### src/rtl/fetch_pkg.sv
// Shared definitions for the PC / instruction-fetch stage: state encoding,
// default PC increment and word-alignment helpers.
package fetch_pkg;

    typedef enum logic [1:0] {
        S_IDLE = 2'd0,
        S_REQ  = 2'd1,
        S_HOLD = 2'd2,
        S_HALT = 2'd3
    } fetch_state_e;

    localparam logic [31:0] PC_STEP_DEF     = 32'd4;
    localparam logic [31:0] WORD_ALIGN_MASK = 32'hFFFF_FFFC;

    function automatic logic is_aligned(input logic [31:0] addr);
        return ((addr & ~WORD_ALIGN_MASK) == 32'd0);
    endfunction

endpackage

### src/rtl/pc_incr.sv
// Sequential PC incrementer: a + STEP with the carry out discarded, so the
// address space wraps silently at 2^32.
module pc_incr
    import fetch_pkg::*;
#(
    parameter logic [31:0] STEP = PC_STEP_DEF
) (
    input  logic [31:0] a,
    output logic [31:0] y
);

    assign y = a + STEP;

endmodule

### src/rtl/pc_fetch_stage.sv
// Program-counter / instruction-fetch stage: one outstanding imem request,
// valid/ready hand-off to decode, redirect support, sticky error flags.
// Optional fetch watchdog enabled by defining FETCH_TIMEOUT_EN.
module pc_fetch_stage
    import fetch_pkg::*;
#(
    parameter logic [31:0] RESET_PC = 32'h0000_0000,
    parameter logic [31:0] PC_STEP  = PC_STEP_DEF
`ifdef FETCH_TIMEOUT_EN
    ,
    parameter int          TIMEOUT_CYC = 16
`endif
) (
    input  logic        clk,
    input  logic        reset,
    input  logic        redirect,
    input  logic [31:0] redirect_pc,
    output logic        imem_req,
    output logic [31:0] imem_addr,
    input  logic        imem_ack,
    input  logic [31:0] imem_rdata,
    output logic        if_valid,
    input  logic        if_ready,
    output logic [31:0] if_pc,
    output logic [31:0] if_pc_next,
    output logic [31:0] if_instr,
    output logic        misalign,
    output logic        timeout
);

    fetch_state_e state_r, state_s;
    logic [31:0]  pc_r, pc_s;
    logic [31:0]  instr_r, instr_s;
    logic [31:0]  pc_plus_s;
    logic         misalign_r, misalign_s;
    logic         timeout_r, timeout_s;

`ifdef FETCH_TIMEOUT_EN
    localparam int              CNT_W    = $clog2(TIMEOUT_CYC + 1);
    localparam logic [CNT_W-1:0] CNT_LAST = CNT_W'(TIMEOUT_CYC - 1);
    logic [CNT_W-1:0] cnt_r, cnt_s;
`endif

    pc_incr #(
        .STEP (PC_STEP)
    ) u_pc_incr (
        .a (pc_r),
        .y (pc_plus_s)
    );

    // Next-state logic: redirect overrides everything except the halt state.
    always_comb begin
        state_s    = state_r;
        pc_s       = pc_r;
        instr_s    = instr_r;
        misalign_s = misalign_r;
        timeout_s  = timeout_r;
        if ((state_r != S_HALT) && redirect) begin
            if (is_aligned(redirect_pc)) begin
                pc_s    = redirect_pc;
                state_s = S_REQ;
            end else begin
                misalign_s = 1'b1;
                state_s    = S_HALT;
            end
        end else begin
            case (state_r)
                S_IDLE: state_s = S_REQ;
                S_REQ: begin
                    if (imem_ack) begin
                        instr_s = imem_rdata;
                        state_s = S_HOLD;
                    end
`ifdef FETCH_TIMEOUT_EN
                    else if (cnt_r == CNT_LAST) begin
                        timeout_s = 1'b1;
                        state_s   = S_HALT;
                    end
`endif
                    else begin
                        state_s = S_REQ;
                    end
                end
                S_HOLD: begin
                    if (if_ready) begin
                        pc_s    = pc_plus_s;
                        state_s = S_REQ;
                    end else begin
                        state_s = S_HOLD;
                    end
                end
                S_HALT:  state_s = S_HALT;
                default: state_s = S_IDLE;
            endcase
        end
    end

`ifdef FETCH_TIMEOUT_EN
    // Watchdog counts only uninterrupted S_REQ cycles; any ack, redirect or exit clears it.
    always_comb begin
        if ((state_r == S_REQ) && (state_s == S_REQ) && !redirect) begin
            cnt_s = cnt_r + {{(CNT_W-1){1'b0}}, 1'b1};
        end else begin
            cnt_s = {CNT_W{1'b0}};
        end
    end

    // Watchdog counter register.
    always_ff @(posedge clk) begin
        if (reset) begin
            cnt_r <= {CNT_W{1'b0}};
        end else begin
            cnt_r <= cnt_s;
        end
    end
`endif

    // State, PC, held instruction and sticky flags.
    always_ff @(posedge clk) begin
        if (reset) begin
            state_r    <= S_IDLE;
            pc_r       <= RESET_PC;
            instr_r    <= 32'd0;
            misalign_r <= 1'b0;
            timeout_r  <= 1'b0;
        end else begin
            state_r    <= state_s;
            pc_r       <= pc_s;
            instr_r    <= instr_s;
            misalign_r <= misalign_s;
            timeout_r  <= timeout_s;
        end
    end

    assign imem_req   = (state_r == S_REQ);
    assign imem_addr  = pc_r;
    assign if_valid   = (state_r == S_HOLD);
    assign if_pc      = pc_r;
    assign if_pc_next = pc_plus_s;
    assign if_instr   = instr_r;
    assign misalign   = misalign_r;
    assign timeout    = timeout_r;

endmodule
### config.mk
export PLATFORM = sky130hd
export DESIGN_NAME = pc_fetch_stage
export DESIGN_NICKNAME = d
export VERILOG_FILES = /design/src/rtl/fetch_pkg.sv /design/src/rtl/pc_incr.sv /design/src/rtl/pc_fetch_stage.sv
export SDC_FILE = /design/constraint.sdc
export NUM_CORES = 1
export LEC_CHECK = 0
export ABC_CLOCK_PERIOD_IN_PS = 1900
export CAP_MARGIN = 30
export CORE_UTILIZATION = 36
export DETAILED_ROUTE_END_ITERATION = 8
export GPL_TIMING_DRIVEN = 0
export PLACE_DENSITY = 0.88
export SETUP_SLACK_MARGIN = 0.15
export SLEW_MARGIN = 40
export SYNTH_ARGS = -nofsm -noshare
export SYNTH_HDL_FRONTEND = slang
export SYNTH_SLANG_ARGS = --single-unit
### constraint.sdc
create_clock -name clk -period 1.9 [get_ports clk]
set_input_delay 0.19 -clock clk [delete_from_list [all_inputs] [get_ports clk]]
set_output_delay 0.19 -clock clk [all_outputs]
set_load 0.005 [all_outputs]
==> results by group, run 1 <==
Outcome
  • Outcome: finished with violations
  • Failing checks: setup timing

Critical path
  • Data required time at the worst endpoint: 1710 ps
  • Depth of the worst register-to-register path: 10
  • Type of element capturing the critical path: primary output
  • Worst Setup Start Kind: flop
  • Worst path top cell family by delay: simple AND/OR/NAND/NOR gates
  • Count of buffering cells on the critical path with inverters included: 3
  • Reg2reg start: if_pc[3]
  • Critical path type: reg2out
  • Slack of the worst reg-to-reg path: -280 ps
  • Capture instance of the worst register-to-register path: if_pc[26]
  • Data arrival time of the critical path: 2030 ps
  • Worst-path fanout max: 4
  • Highest cell delay on the worst timing path: 380 ps
  • Slowest-stage cell, CP: sky130_fd_sc_hd__dfxtp_4
  • CP dominant cell by count: sky130_fd_sc_hd__buf_6
  • CP Cell Sequence: ha_4 -> nand3_4 -> nor2_4 -> buf_6 -> buf_6 -> nand4_1 -> xnor2_1 -> buf_2

Clock tree
  • Cts hold-fix bufs: 0
  • Total clock buffers created by CTS: 9
  • Htree depth: 3
  • Maximum buffer depth of the clock tree: 2
  • TritonCTS sink count: 67
  • Clock input transition at the sequential cells of the worst setup and hold paths: 80 ps
  • Clock network latency to the later pin of the worst-skew pair: 350 ps
  • Clock root buffer: sky130_fd_sc_hd__clkbuf_8
  • Clock tree from TritonCTS: built

Die
  • I/O pin count: 201
  • Die height: 105.6 µm
  • Starting Density: 0.3725
  • Die outline area: 0.01115 mm²
  • Width of the chip: 105.6 µm
  • Placeable core area: 0.01037 mm²
  • Row Count: 37

Final layout
  • Inserted Diodes: 0
  • Share of final-layout standard cells stronger than drive strength 1: 0.3897
  • Area occupied by registers: 0.001428 mm²
  • Nets: 904
  • Final-layout fill cell count: 641
  • Footprint of the multi-input gates: 0.002639 mm²
  • Synth-to-layout area growth: 103.2%
  • Core utilization of the finished layout: 0.7570

Yosys
  • Largest family of logic cells by synthesized area: simple AND/OR/NAND/NOR gates
  • Fraction of the mapped netlist area in simple logic gates: 0.2886
  • Most used flip-flop cell after synthesis: sky130_fd_sc_hd__dfxtp_1
  • Number of enable flip-flop cells after synthesis: 0
  • Flip-flop and latch count after synthesis: 67
  • Adder and majority gate portion of the synthesized area: 0.003239
  • Multiplexer share of the synthesized area: 0
  • Number of unique standard cell types used by synthesis: 56
  • Top cells by area, synth: sky130_fd_sc_hd__dfxtp_1 (35%), sky130_fd_sc_hd__nand2_1 (9.3%), sky130_fd_sc_hd__a21oi_1 (8.7%), sky130_fd_sc_hd__buf_4 (7.2%), sky130_fd_sc_hd__xnor2_1 (5.0%)
  • Xor and xnor fraction of the mapped netlist area: 0.06349
  • Cell area after technology mapping: 0.003862 mm²
  • Mean instance size in the synthesized netlist: 7.515 µm²
  • Synth area leader: sky130_fd_sc_hd__dfxtp_1
  • Synthesized net count: 584
  • Leading cell type by number of instances after synthesis: sky130_fd_sc_hd__nand2_1
  • Fraction of registers with async set/reset: 0
  • Leading post-synthesis cells by instance count: sky130_fd_sc_hd__nand2_1 (96), sky130_fd_sc_hd__a21oi_1 (67), sky130_fd_sc_hd__dfxtp_1 (67), sky130_fd_sc_hd__buf_4 (37), sky130_fd_sc_hd__nor2_1 (31)
  • Share of the synthesized area in compound gates (AO/OA/AOI/OAI): 0.1775
  • Synthesized instance count: 514
  • Share of synthesized area occupied by flip-flops and latches: 0.3473
  • Yosys top cell area share: 0.3473
  • Number of warnings printed during yosys synthesis: 0

Routing
  • Average wire per standard cell: 22.28 µm
  • Sum of routed wire length over all layers: 21.72 mm
  • Antenna violation net count after detailed routing: 0
  • Number of vias after detailed routing: 5760
  • Drt initial violations: 649
  • Vias per cell: 5.908
  • First drt pass iteration count: 5
  • Drc violations: 0

STA
  • Worst clock skew on the final layout: 5.911 ps
  • Setup-failing EPs final: 39
  • Tcrit/Tclk final: 1.169
  • Slack of the critical path: -321.2 ps
  • Final total negative setup slack: -6338 ps
  • Max transition margin: 0.4954
  • Minimum clock period: 2221 ps
  • Maximum clock rate: 450.2 MHz
  • Number of endpoints with negative hold slack in the final report: 0
  • Final hold slack: 166.8 ps
  • Final number of max-transition violations: 0
  • Setup repair after global routing missed its margin: true
  • Actual transition at the worst max-transition pin: 756.9 ps

Global routing
  • Initial antenna violation count: 0
  • Total Routing Usage GR: 0.3362
  • Number of global-route vias before repair: 5407
  • Maximum number of pins on one net before global-route repair: 15
  • First-pass GRT wire length: 28.63 mm
  • Total grt overflow: 0

Power and ir drop
  • Share of power burned in registers: 0.414
  • Switch Pwr: 1.126 mW
  • Power density over the cells: 467.1 mW/mm²
  • Logic gate share of total power: 0.234
  • Switching part of the total: 0.3071
  • Clock network fraction of design power: 0.352
  • Peak VDD IR: 0.4091 mV
  • Cell-internal power: 2.541 mW
  • Standby leakage power: 3.359 nW

Placed design
  • Weighted congestion reported at the end of routability-driven placement: 0.9134
  • I/O Buffers: 197
  • Sum of net half-perimeters after detailed placement: 10.90 mm

Worst hold path
  • Min-Delay Startpoint: redirect
  • Type of the tightest min-delay check: in2reg
  • Number of cells traversed by the worst hold path: 3
  • Endpoint with the worst hold slack: state_r[0]

Flow run
  • Max-capacitance violation count: 0
## power groups by stage
| stage | sequential [mW] | clock [mW] | combinational [mW] |
|---|---|---|---|
| 6_report | 1.52 | 1.29 | 0.857 |
| 3_5_place_dp | 1.56 | 0 | 0.694 |
| 4_1_cts | 1.51 | 1.30 | 0.725 |
| 5_1_grt | 1.52 | 1.35 | 0.894 |
| 2_1_floorplan | 1.55 | 0 | 0.272 |
| 3_3_place_gp | 1.55 | 0 | 0.681 |
## worst reg2reg max path, stage by stage (launching register included)
cell                      delay, ps
sky130_fd_sc_hd__dfxtp_4        380
sky130_fd_sc_hd__ha_4           180
sky130_fd_sc_hd__nand3_4        140
sky130_fd_sc_hd__nor2_4         220
sky130_fd_sc_hd__buf_6          140
sky130_fd_sc_hd__buf_6           90
sky130_fd_sc_hd__nand4_1        180
sky130_fd_sc_hd__buf_4          200
sky130_fd_sc_hd__buf_6          110
sky130_fd_sc_hd__o311a_1        340
sky130_fd_sc_hd__a21oi_2        130
## cells in the final DEF, fill, tap and decap left out, types with 9 or more instances in the layout
| cell | count |
|---|---|
| sky130_fd_sc_hd__clkdlybuf4s50_1 | 167 |
| sky130_fd_sc_hd__buf_4 | 108 |
| sky130_fd_sc_hd__nand2_1 | 88 |
| sky130_fd_sc_hd__a21oi_1 | 62 |
| sky130_fd_sc_hd__buf_6 | 49 |
| sky130_fd_sc_hd__dfxtp_1 | 38 |
| sky130_fd_sc_hd__buf_2 | 27 |
| sky130_fd_sc_hd__nor2_1 | 25 |
| sky130_fd_sc_hd__dfxtp_4 | 20 |
| sky130_fd_sc_hd__nand4_1 | 15 |
| sky130_fd_sc_hd__nand3_1 | 14 |
| sky130_fd_sc_hd__xnor2_1 | 11 |
| sky130_fd_sc_hd__clkbuf_1 | 11 |
| sky130_fd_sc_hd__xnor2_2 | 10 |
| sky130_fd_sc_hd__clkbuf_2 | 9 |
| sky130_fd_sc_hd__clkbuf_8 | 9 |
| sky130_fd_sc_hd__dfxtp_2 | 9 |
## per-stage QoR
stage	instance area, µm²	std cells	worst slack [ps]	total power, mW
after detailed placement	6055	847	-524.2	2.252
after global placement	6055	847	-481.7	2.234
after global routing	7850	975	-385.1	3.770
after floorplan	3913	514	154.5	1.819
after CTS	7159	938	-121.3	3.534
final	7850	975	-321.2	3.667
## layout make-up
cell class / instances / share of cell area
Timing Repair Buffer: 309 / 0.3628
Multi-Input combinational cell: 367 / 0.3361
Sequential cell: 67 / 0.1819
Buffer: 73 / 0.06790
Tap cell: 136 / 0.02168
Clock buffer: 9 / 0.01578
Clock inverter: 7 / 0.01052
Inverter: 7 / 0.003347
## metal layers
| metal | up-vias | routed length [µm] | part of all wire | track usage |
|---|---|---|---|---|
| met3 | 200 | 2535 | 0.12 | 0.1175 |
| met5 | - | 0 | 0 | 0 |
| li1 | 2380 | - | - | - |
| met1 | 2622 | 7257 | 0.33 | 0.3618 |
| met4 | 0 | 1759 | 0.081 | 0.2401 |
| met2 | 558 | 10170 | 0.47 | 0.5498 |
## worst max-delay path by stage
stage	from	endpoint	cells after the start
finish	if_pc[3]	if_pc_next[26]	8
global route	if_pc[2]	if_pc_next[23]	7
CTS	if_pc[10]	if_pc_next[25]	8
detailed placement	if_pc[3]	if_pc_next[26]	6
global placement	if_pc[3]	if_pc_next[28]	6
floorplan	if_pc[3]	if_pc[26]	6
## cell families (layout without fill, tap and decap cells)
group / after synthesis / count (layout)
and+or+nand+nor: 221 / 221
AOI/OAI and AO/OA: 116 / 116
buffers and inverters: 80 / 405
DFF: 67 / 67
xor gates and xnor gates: 28 / 28
adders and majority gates: 1 / 1
other: 1 / 1
## sequential cells by signal (all words and copies together) (netlist names)
signal    flops
misalign      1
if_pc        32
state_r       2
if_instr     32
## what timing repair did
action / 4_1_cts / 5_1_grt
buffers inserted: 75 / 37
gates resized for setup: 221 / 111
setup endpoints to repair: 64 / 95
pin swaps: 64 / 58
Note: power is estimated with default switching activity, not from simulation.
==> run 2, diff against run 1 <==
--- a/config.mk
+++ b/config.mk
@@ -5,12 +5,14 @@
 export SDC_FILE = /design/constraint.sdc
 export NUM_CORES = 1
 export LEC_CHECK = 0
+export ABC_AREA = 1
 export ABC_CLOCK_PERIOD_IN_PS = 1900
 export CAP_MARGIN = 30
 export CORE_UTILIZATION = 36
+export CTS_CLUSTER_SIZE = 30
 export DETAILED_ROUTE_END_ITERATION = 8
 export GPL_TIMING_DRIVEN = 0
-export PLACE_DENSITY = 0.88
+export PLACE_DENSITY = 0.89
 export SETUP_SLACK_MARGIN = 0.15
 export SLEW_MARGIN = 40
 export SYNTH_ARGS = -nofsm -noshare
==> results by group, run 2 <==
Outcome
  • Outcome: finished with violations (unchanged)
  • Failing checks: setup timing (unchanged)

Power and ir drop
  • Power density over the cells: 552.0 mW/mm² (was 467.1 mW/mm²)
  • Switching part of the total: 0.2868 (was 0.3071)
  • Share of power burned in registers: 0.414 (about the same)
  • Cell-internal power: 2.734 mW (was 2.541 mW)
  • Peak VDD IR: 0.3743 mV (was 0.4091 mV)
  • Clock network fraction of design power: 0.318 (was 0.352)
  • Standby leakage power: 3.007 nW (was 3.359 nW)
  • Logic gate share of total power: 0.268 (was 0.234)
  • Switch Pwr: 1.099 mW (was 1.126 mW)

Yosys
  • Yosys top cell area share: 0.3631 (was 0.3473)
  • Cell area after technology mapping: 0.003694 mm² (was 0.003862 mm²)
  • Synthesized instance count: 539 (was 514)
  • Synthesized net count: 609 (was 584)
  • Flip-flop and latch count after synthesis: 67 (unchanged)
  • Top cells by area, synth: sky130_fd_sc_hd__dfxtp_1 (36%), sky130_fd_sc_hd__nand2_1 (12%), sky130_fd_sc_hd__nor2_1 (9.6%), sky130_fd_sc_hd__o21ai_0 (8.4%), sky130_fd_sc_hd__a21oi_1 (7.7%) (was sky130_fd_sc_hd__dfxtp_1 (35%), sky130_fd_sc_hd__nand2_1 (9.3%), sky130_fd_sc_hd__a21oi_1 (8.7%), sky130_fd_sc_hd__buf_4 (7.2%), sky130_fd_sc_hd__xnor2_1 (5.0%))
  • Most used flip-flop cell after synthesis: sky130_fd_sc_hd__dfxtp_1 (unchanged)
  • Synth area leader: sky130_fd_sc_hd__dfxtp_1 (unchanged)
  • Leading post-synthesis cells by instance count: sky130_fd_sc_hd__nand2_1 (116), sky130_fd_sc_hd__nor2_1 (94), sky130_fd_sc_hd__dfxtp_1 (67), sky130_fd_sc_hd__o21ai_0 (62), sky130_fd_sc_hd__a21oi_1 (57) (was sky130_fd_sc_hd__nand2_1 (96), sky130_fd_sc_hd__a21oi_1 (67), sky130_fd_sc_hd__dfxtp_1 (67), sky130_fd_sc_hd__buf_4 (37), sky130_fd_sc_hd__nor2_1 (31))
  • Mean instance size in the synthesized netlist: 6.853 µm² (was 7.515 µm²)
  • Fraction of registers with async set/reset: 0 (unchanged)
  • Share of synthesized area occupied by flip-flops and latches: 0.3631 (was 0.3473)
  • Leading cell type by number of instances after synthesis: sky130_fd_sc_hd__nand2_1 (unchanged)
  • Number of unique standard cell types used by synthesis: 27 (was 56)
  • Number of enable flip-flop cells after synthesis: 0 (unchanged)
  • Number of warnings printed during yosys synthesis: 0 (unchanged)

Placed design
  • I/O Buffers: 199 (was 197)
  • Worst slack after detailed placement: -260.1 ps (was -524.2 ps)
  • Sum of net half-perimeters after detailed placement: 9.693 mm (was 10.90 mm)
  • Weighted congestion reported at the end of routability-driven placement: 0.9322 (was 0.9134)

Die
  • Width of the chip: 103.3 µm (was 105.6 µm)
  • I/O pin count: 201 (unchanged)
  • Die outline area: 0.01067 mm² (was 0.01115 mm²)
  • Row Count: 36 (was 37)
  • Die height: 103.3 µm (was 105.6 µm)
  • Starting Density: 0.3744 (was 0.3725)
  • Placeable core area: 0.009864 mm² (was 0.01037 mm²)

STA
  • Actual transition at the worst max-transition pin: 588.0 ps (was 756.9 ps)
  • Maximum clock rate: 490.8 MHz (was 450.2 MHz)
  • Slack of the critical path: -137.4 ps (was -321.2 ps)
  • Setup-failing EPs final: 18 (was 39)
  • Minimum clock period: 2037 ps (was 2221 ps)
  • Number of endpoints with negative hold slack in the final report: 0 (unchanged)
  • Setup repair after global routing missed its margin: true (unchanged)
  • Final total negative setup slack: -1147 ps (was -6338 ps)
  • Final number of max-transition violations: 0 (unchanged)
  • Worst clock skew on the final layout: 6.584 ps (was 5.911 ps)
  • Max transition margin: 0.6080 (was 0.4954)
  • Tcrit/Tclk final: 1.072 (was 1.169)

Critical path
  • Critical path type: reg2reg (was reg2out)
  • Count of buffering cells on the critical path with inverters included: 6 (was 3)
  • Depth of the worst register-to-register path: 15 (was 10)
  • Data arrival time of the critical path: 2300 ps (was 2030 ps)
  • Worst-path fanout max: 4 (unchanged)
  • Type of element capturing the critical path: flop (was primary output)
  • Data required time at the worst endpoint: 2160 ps (was 1710 ps)
  • CP dominant cell by count: sky130_fd_sc_hd__buf_6 (unchanged)
  • Number of stages on the worst setup path: 15 (was 8)
  • Slowest-stage cell, CP: sky130_fd_sc_hd__dfxtp_4 (unchanged)
  • CP Cell Sequence: ha_4 -> nand2_4 -> nor2_4 -> nand2_4 -> nor2_4 -> buf_6 -> nand3b_1 -> nand2_2 -> buf_6 -> buf_6 -> buf_6 -> buf_6 -> buf_6 -> nand2_2 -> a21oi_1 (was ha_4 -> nand3_4 -> nor2_4 -> buf_6 -> buf_6 -> nand4_1 -> xnor2_1 -> buf_2)
  • Worst Setup Start Kind: flop (unchanged)
  • Highest cell delay on the worst timing path: 380 ps (about the same)
  • Worst path top cell family by delay: simple AND/OR/NAND/NOR gates (unchanged)

Global routing
  • Total Routing Usage GR: 0.2667 (was 0.3362)
  • Initial antenna violation count: 0 (unchanged)
  • Number of global-route vias before repair: 4712 (was 5407)
  • Total grt overflow: 0 (unchanged)
  • First-pass GRT wire length: 21.80 mm (was 28.63 mm)
  • Maximum number of pins on one net before global-route repair: 12 (was 15)

Clock tree
  • Clock tree from TritonCTS: built (unchanged)
  • Htree depth: 3 (unchanged)
  • Total clock buffers created by CTS: 9 (unchanged)
  • Clock network latency to the later pin of the worst-skew pair: 340 ps (was 350 ps)
  • Maximum buffer depth of the clock tree: 2 (unchanged)
  • Cts hold-fix bufs: 0 (unchanged)
  • TritonCTS sink count: 67 (unchanged)
  • Clock input transition at the sequential cells of the worst setup and hold paths: 80 ps (about the same)
  • Clock root buffer: sky130_fd_sc_hd__clkbuf_8 (unchanged)

Flow run
  • Max-capacitance violation count: 0 (unchanged)

Final layout
  • Inserted Diodes: 0 (unchanged)
  • Nets: 890 (was 904)
  • Share of final-layout standard cells stronger than drive strength 1: 0.3188 (was 0.3897)
  • Core utilization of the finished layout: 0.7038 (was 0.7570)
  • Most frequent cells in the layout: sky130_fd_sc_hd__clkdlybuf4s50_1 (170), sky130_fd_sc_hd__nand2_1 (92), sky130_fd_sc_hd__nor2_1 (83) (was sky130_fd_sc_hd__clkdlybuf4s50_1 (167), sky130_fd_sc_hd__buf_4 (108), sky130_fd_sc_hd__nand2_1 (88))
  • Most common cell after layout, fill and taps aside: sky130_fd_sc_hd__clkdlybuf4s50_1 (unchanged)
  • Synth-to-layout area growth: 87.97% (was 103.2%)

Routing
  • Sum of routed wire length over all layers: 15.45 mm (was 21.72 mm)
  • Drc violations: 0 (unchanged)
  • Average wire per standard cell: 16.13 µm (was 22.28 µm)
  • Antenna violation net count after detailed routing: 0 (unchanged)
  • Vias per cell: 5.040 (was 5.908)
  • First drt pass iteration count: 5 (unchanged)
  • Drt initial violations: 197 (was 649)
  • Number of vias after detailed routing: 4828 (was 5760)

Worst hold path
  • Number of cells traversed by the worst hold path: 3 (unchanged)
  • Type of the tightest min-delay check: in2reg (unchanged)
==> run 2: what timing repair did <==
item,CTS,global route
resized for setup,199,62
pin swaps,33,32
hold endpoints to repair,0,0
setup endpoints to repair,28,55
setup buffers,54,17
gates cloned,0,0
==> run 2: worst min-delay path: cells and delay by family <==
| kind | cells | cell delay (ps) |
|---|---|---|
| buffers and inverters | 1 | 400 |
| AND/OR/NAND/NOR | 2 | 140 |
==> run 2: power groups by stage <==
stage	registers, mW	logic [mW]	clock network (mW)
2_1_floorplan	1.61	0.321	0
3_3_place_gp	1.62	0.880	0
3_5_place_dp	1.63	0.894	0
4_1_cts	1.58	0.955	1.23
5_1_grt	1.60	1.11	1.29
6_report	1.59	1.03	1.22
==> run 2: per-layer routing <==
layer  track usage  vias up  wire length (µm)
met2        0.4949      276              7820
met3       0.07325       64              1353
met4        0.1517        0               683
li1              -     2255                 -
met1        0.2687     2233              5591
met5             0        -                 0
==> run 2: worst paths after layout <==
check            startpoint      endpoint  slack [ps]
max reg2reg        if_pc[2]     if_pc[20]        -140
min reg2reg        misalign      misalign         450
max                if_pc[2]     if_pc[20]        -140
min          imem_rdata[24]  if_instr[24]         430
==> run 2: layout make-up <==
class                      instances  area, µm²
buffer                            59      376.6
clock buffer                      11      141.4
clock inverter                     5      52.55
fill                             719       2922
inverter                          23      86.33
multi-input combinational        390       2153
sequential                        67       1444
tap                              133      166.4
timing repair buffer             270       2522
==> run 2: logic make-up (layout without fill, tap and decap cells) <==
group                    after synthesis  count (layout)  synth area share
buffers and inverters                 82             368            0.1236
AND/OR/NAND/NOR                      248             248            0.2940
AO/OA/AOI/OAI                        125             125            0.1711
adder cells (fa/ha/maj)                1               1          0.003387
flip-flops                            67              67            0.3631
other                                  1               1          0.001015
XOR/XNOR                              15              15           0.04370
==> run 2: metrics by stage <==
stage | total power [mW] | hold WS (ps) | cells | cell area, µm²
2_1_floorplan | 1.932 | 259.1 | 539 | 3694
3_3_place_gp | 2.504 | 438.1 | 871 | 5852
3_5_place_dp | 2.521 | 440.7 | 871 | 5852
6_report | 3.833 | 426.2 | 958 | 6943
5_1_grt | 3.994 | 428.1 | 958 | 6943
4_1_cts | 3.764 | 415.8 | 941 | 6645
==> run 3, diff against run 2 <==
--- a/config.mk
+++ b/config.mk
@@ -6,13 +6,13 @@
 export NUM_CORES = 1
 export LEC_CHECK = 0
 export ABC_AREA = 1
-export ABC_CLOCK_PERIOD_IN_PS = 1900
 export CAP_MARGIN = 30
 export CORE_UTILIZATION = 36
 export CTS_CLUSTER_SIZE = 30
 export DETAILED_ROUTE_END_ITERATION = 8
 export GPL_TIMING_DRIVEN = 0
 export PLACE_DENSITY = 0.89
+export RECOVER_POWER = 50
 export SETUP_SLACK_MARGIN = 0.15
 export SLEW_MARGIN = 40
 export SYNTH_ARGS = -nofsm -noshare
==> results by group, run 3 (synthesis gave the netlist of run 2 again) <==
Worst hold path
  • Min-Delay Startpoint: imem_rdata[24] (unchanged)
  • Type of the tightest min-delay check: in2reg (unchanged)
  • Number of cells traversed by the worst hold path: 3 (unchanged)
  • Endpoint with the worst hold slack: if_instr[24] (unchanged)

Die
  • I/O pin count: 201 (unchanged)
  • Row Count: 36 (unchanged)
  • Starting Density: 0.3744 (unchanged)
  • Width of the chip: 103.3 µm (unchanged)
  • Die height: 103.3 µm (unchanged)
  • Placeable core area: 0.009864 mm² (unchanged)
  • Die outline area: 0.01067 mm² (unchanged)

Routing
  • First drt pass iteration count: 7 (was 5)
  • Number of vias after detailed routing: 4844 (was 4828)
  • Average wire per standard cell: 16.09 µm (was 16.13 µm)
  • Drc violations: 0 (unchanged)
  • Drt initial violations: 196 (was 197)
  • Antenna violation net count after detailed routing: 0 (unchanged)
  • Vias per cell: 5.056 (was 5.040)
  • Sum of routed wire length over all layers: 15.41 mm (was 15.45 mm)

Flow run
  • Max-capacitance violation count: 0 (unchanged)

Placed design
  • I/O Buffers: 199 (unchanged)
  • Sum of net half-perimeters after detailed placement: 9.693 mm (unchanged)
  • Instance count after placement with tap cells included: 871 (unchanged)
  • Weighted congestion reported at the end of routability-driven placement: 0.9322 (unchanged)

Critical path
  • Capture instance of the worst register-to-register path: if_pc[20] (unchanged)
  • Critical path type: reg2out (was reg2reg)
  • Slowest-stage cell, CP: sky130_fd_sc_hd__dfxtp_4 (unchanged)
  • Worst Setup Start Kind: flop (unchanged)
  • Depth of the worst register-to-register path: 15 (unchanged)
  • Highest cell delay on the worst timing path: 370 ps (was 380 ps)
  • Worst path top cell family by delay: simple AND/OR/NAND/NOR gates (unchanged)
  • Data required time at the worst endpoint: 1710 ps (was 2160 ps)
  • Data arrival time of the critical path: 1860 ps (was 2300 ps)
  • CP Cell Sequence: buf_4 -> nand2_2 -> nor2_1 -> nand2_1 -> nor2_4 -> buf_4 -> xor2_2 -> buf_2 (was ha_4 -> nand2_4 -> nor2_4 -> nand2_4 -> nor2_4 -> buf_6 -> nand3b_1 -> nand2_2 -> buf_6 -> buf_6 -> buf_6 -> buf_6 -> buf_6 -> nand2_2 -> a21oi_1)
  • Launch point of the critical path: if_pc[10] (was if_pc[2])
  • Count of buffering cells on the critical path with inverters included: 3 (was 6)
  • Type of element capturing the critical path: primary output (was flop)
  • Reg2reg start: if_pc[2] (unchanged)
  • CP dominant cell by count: sky130_fd_sc_hd__buf_4 (was sky130_fd_sc_hd__buf_6)
  • Worst-path fanout max: 4 (unchanged)
  • Slack of the worst reg-to-reg path: -130 ps (was -140 ps)

Final layout
  • Synth-to-layout area growth: 87.67% (was 87.97%)
  • Share of final-layout standard cells stronger than drive strength 1: 0.3103 (was 0.3188)
  • Nets: 890 (unchanged)
  • Inserted Diodes: 0 (unchanged)
  • Count of non-filler cells in the finished layout: 958 (unchanged)
  • Most frequent cells in the layout: sky130_fd_sc_hd__clkdlybuf4s50_1 (126), sky130_fd_sc_hd__nand2_1 (93), sky130_fd_sc_hd__nor2_1 (83) (was sky130_fd_sc_hd__clkdlybuf4s50_1 (170), sky130_fd_sc_hd__nand2_1 (92), sky130_fd_sc_hd__nor2_1 (83))
  • Final-layout fill cell count: 724 (was 719)
  • Most common cell after layout, fill and taps aside: sky130_fd_sc_hd__clkdlybuf4s50_1 (unchanged)

STA
  • Slack of the critical path: -145.6 ps (was -137.4 ps)
  • Final number of max-transition violations: 0 (unchanged)
  • Worst clock skew on the final layout: 7.931 ps (was 6.584 ps)
  • Setup repair after global routing missed its margin: true (unchanged)
  • Minimum clock period: 2046 ps (was 2037 ps)
  • Tcrit/Tclk final: 1.077 (was 1.072)
  • Setup-failing EPs final: 17 (was 18)
  • Number of endpoints with negative hold slack in the final report: 0 (unchanged)
  • Actual transition at the worst max-transition pin: 587.4 ps (was 588.0 ps)
  • Maximum clock rate: 488.9 MHz (was 490.8 MHz)
  • Max transition margin: 0.6084 (was 0.6080)

Power and ir drop
  • Standby leakage power: 3.130 nW (was 3.007 nW)
  • Power density over the cells: 550.0 mW/mm² (was 552.0 mW/mm²)
  • Peak VDD IR: 0.3709 mV (was 0.3743 mV)
  • Overall power after layout: 3.812 mW (was 3.833 mW)

Outcome
  • Outcome: finished with violations (unchanged)
  • Failing checks: setup timing (unchanged)

Clock tree
  • TritonCTS sink count: 67 (unchanged)
  • Htree depth: 3 (unchanged)
  • Total clock buffers created by CTS: 9 (unchanged)
  • Clock tree from TritonCTS: built (unchanged)
  • Clock input transition at the sequential cells of the worst setup and hold paths: 80 ps (about the same)
  • Clock network latency to the later pin of the worst-skew pair: 340 ps (about the same)
  • Cts hold-fix bufs: 0 (unchanged)
  • Maximum buffer depth of the clock tree: 2 (unchanged)
  • Clock root buffer: sky130_fd_sc_hd__clkbuf_8 (unchanged)

Global routing
  • Maximum number of pins on one net before global-route repair: 12 (unchanged)
  • Total Routing Usage GR: 0.2667 (unchanged)
  • Total grt overflow: 0 (unchanged)
  • Initial antenna violation count: 0 (unchanged)
  • First-pass GRT wire length: 21.80 mm (unchanged)
  • Number of global-route vias before repair: 4712 (unchanged)
run 3: cell types whose count changed in the layout (fill, tap and decap cells not counted), sizes merged:
cell,change
clkbuf,+1
clkdlybuf4s50,-44
dlygate4sd3,+44
buf,-1
run 3: what timing repair did:
action,CTS,global route
endpoints found under the setup margin,28,55
resized for setup,199,62
pin swaps,33,32
buffers inserted,54,17
run 3: worst max path at each step:
stage	to	slack (ps)	cells past startpoint
3_3_place_gp	if_pc_next[16]	-230	7
5_1_grt	if_pc_next[18]	-240	8
4_1_cts	if_pc_next[16]	-80	8
3_5_place_dp	if_pc_next[16]	-260	7
6_report	if_pc_next[18]	-150	8
2_1_floorplan	if_pc[16]	420	8
run 3: cell type report:
type / count / area [µm²] / area share
plain buffers: 59 / 375.4 / 0.05415
clock buffers: 11 / 141.4 / 0.02040
clock inverters: 5 / 52.55 / 0.007581
inverters: 23 / 86.33 / 0.01245
multi-input cells: 390 / 2151 / 0.3103
flip-flops and latches: 67 / 1436 / 0.2072
well taps: 133 / 166.4 / 0.02401
repair buffers: 270 / 2522 / 0.3639
run 3: per-layer routing:
| layer | global-route usage | share of wire | vias up |
|---|---|---|---|
| met5 | 0 | 0 | - |
| met4 | 0.1517 | 0.049 | 0 |
| met3 | 0.07325 | 0.090 | 77 |
| met2 | 0.4949 | 0.50 | 297 |
| met1 | 0.2687 | 0.36 | 2214 |
| li1 | - | - | 2256 |
run 3: metrics by stage:
stage               instance area (µm²)  hold slack (ps)  setup TNS (ps)  worst slack, ps    util
floorplan                          3694            259.1               0            423.0       -
global placement                   5852            438.1           -2331           -225.3  0.5932
detailed placement                 5852            440.7           -2837           -260.1  0.5932
CTS                                6645            415.8          -538.0           -82.11  0.6736
global route                       6932            428.1           -2640           -238.2  0.7027
finish                             6932            424.7           -1225           -145.6  0.7027
run 3: power breakdown:
part           switching, mW  leakage (nW)  internal [mW]
clock                  0.588        0.0991          0.637
sequential            0.0992         0.566           1.48
combinational          0.412          2.47          0.592
run 3: tightest hold or removal path, cell delays in order:
cell,delay [ps]
sky130_fd_sc_hd__clkdlybuf4s50_1,400
sky130_fd_sc_hd__nor2_1,100
sky130_fd_sc_hd__nor2_1,40
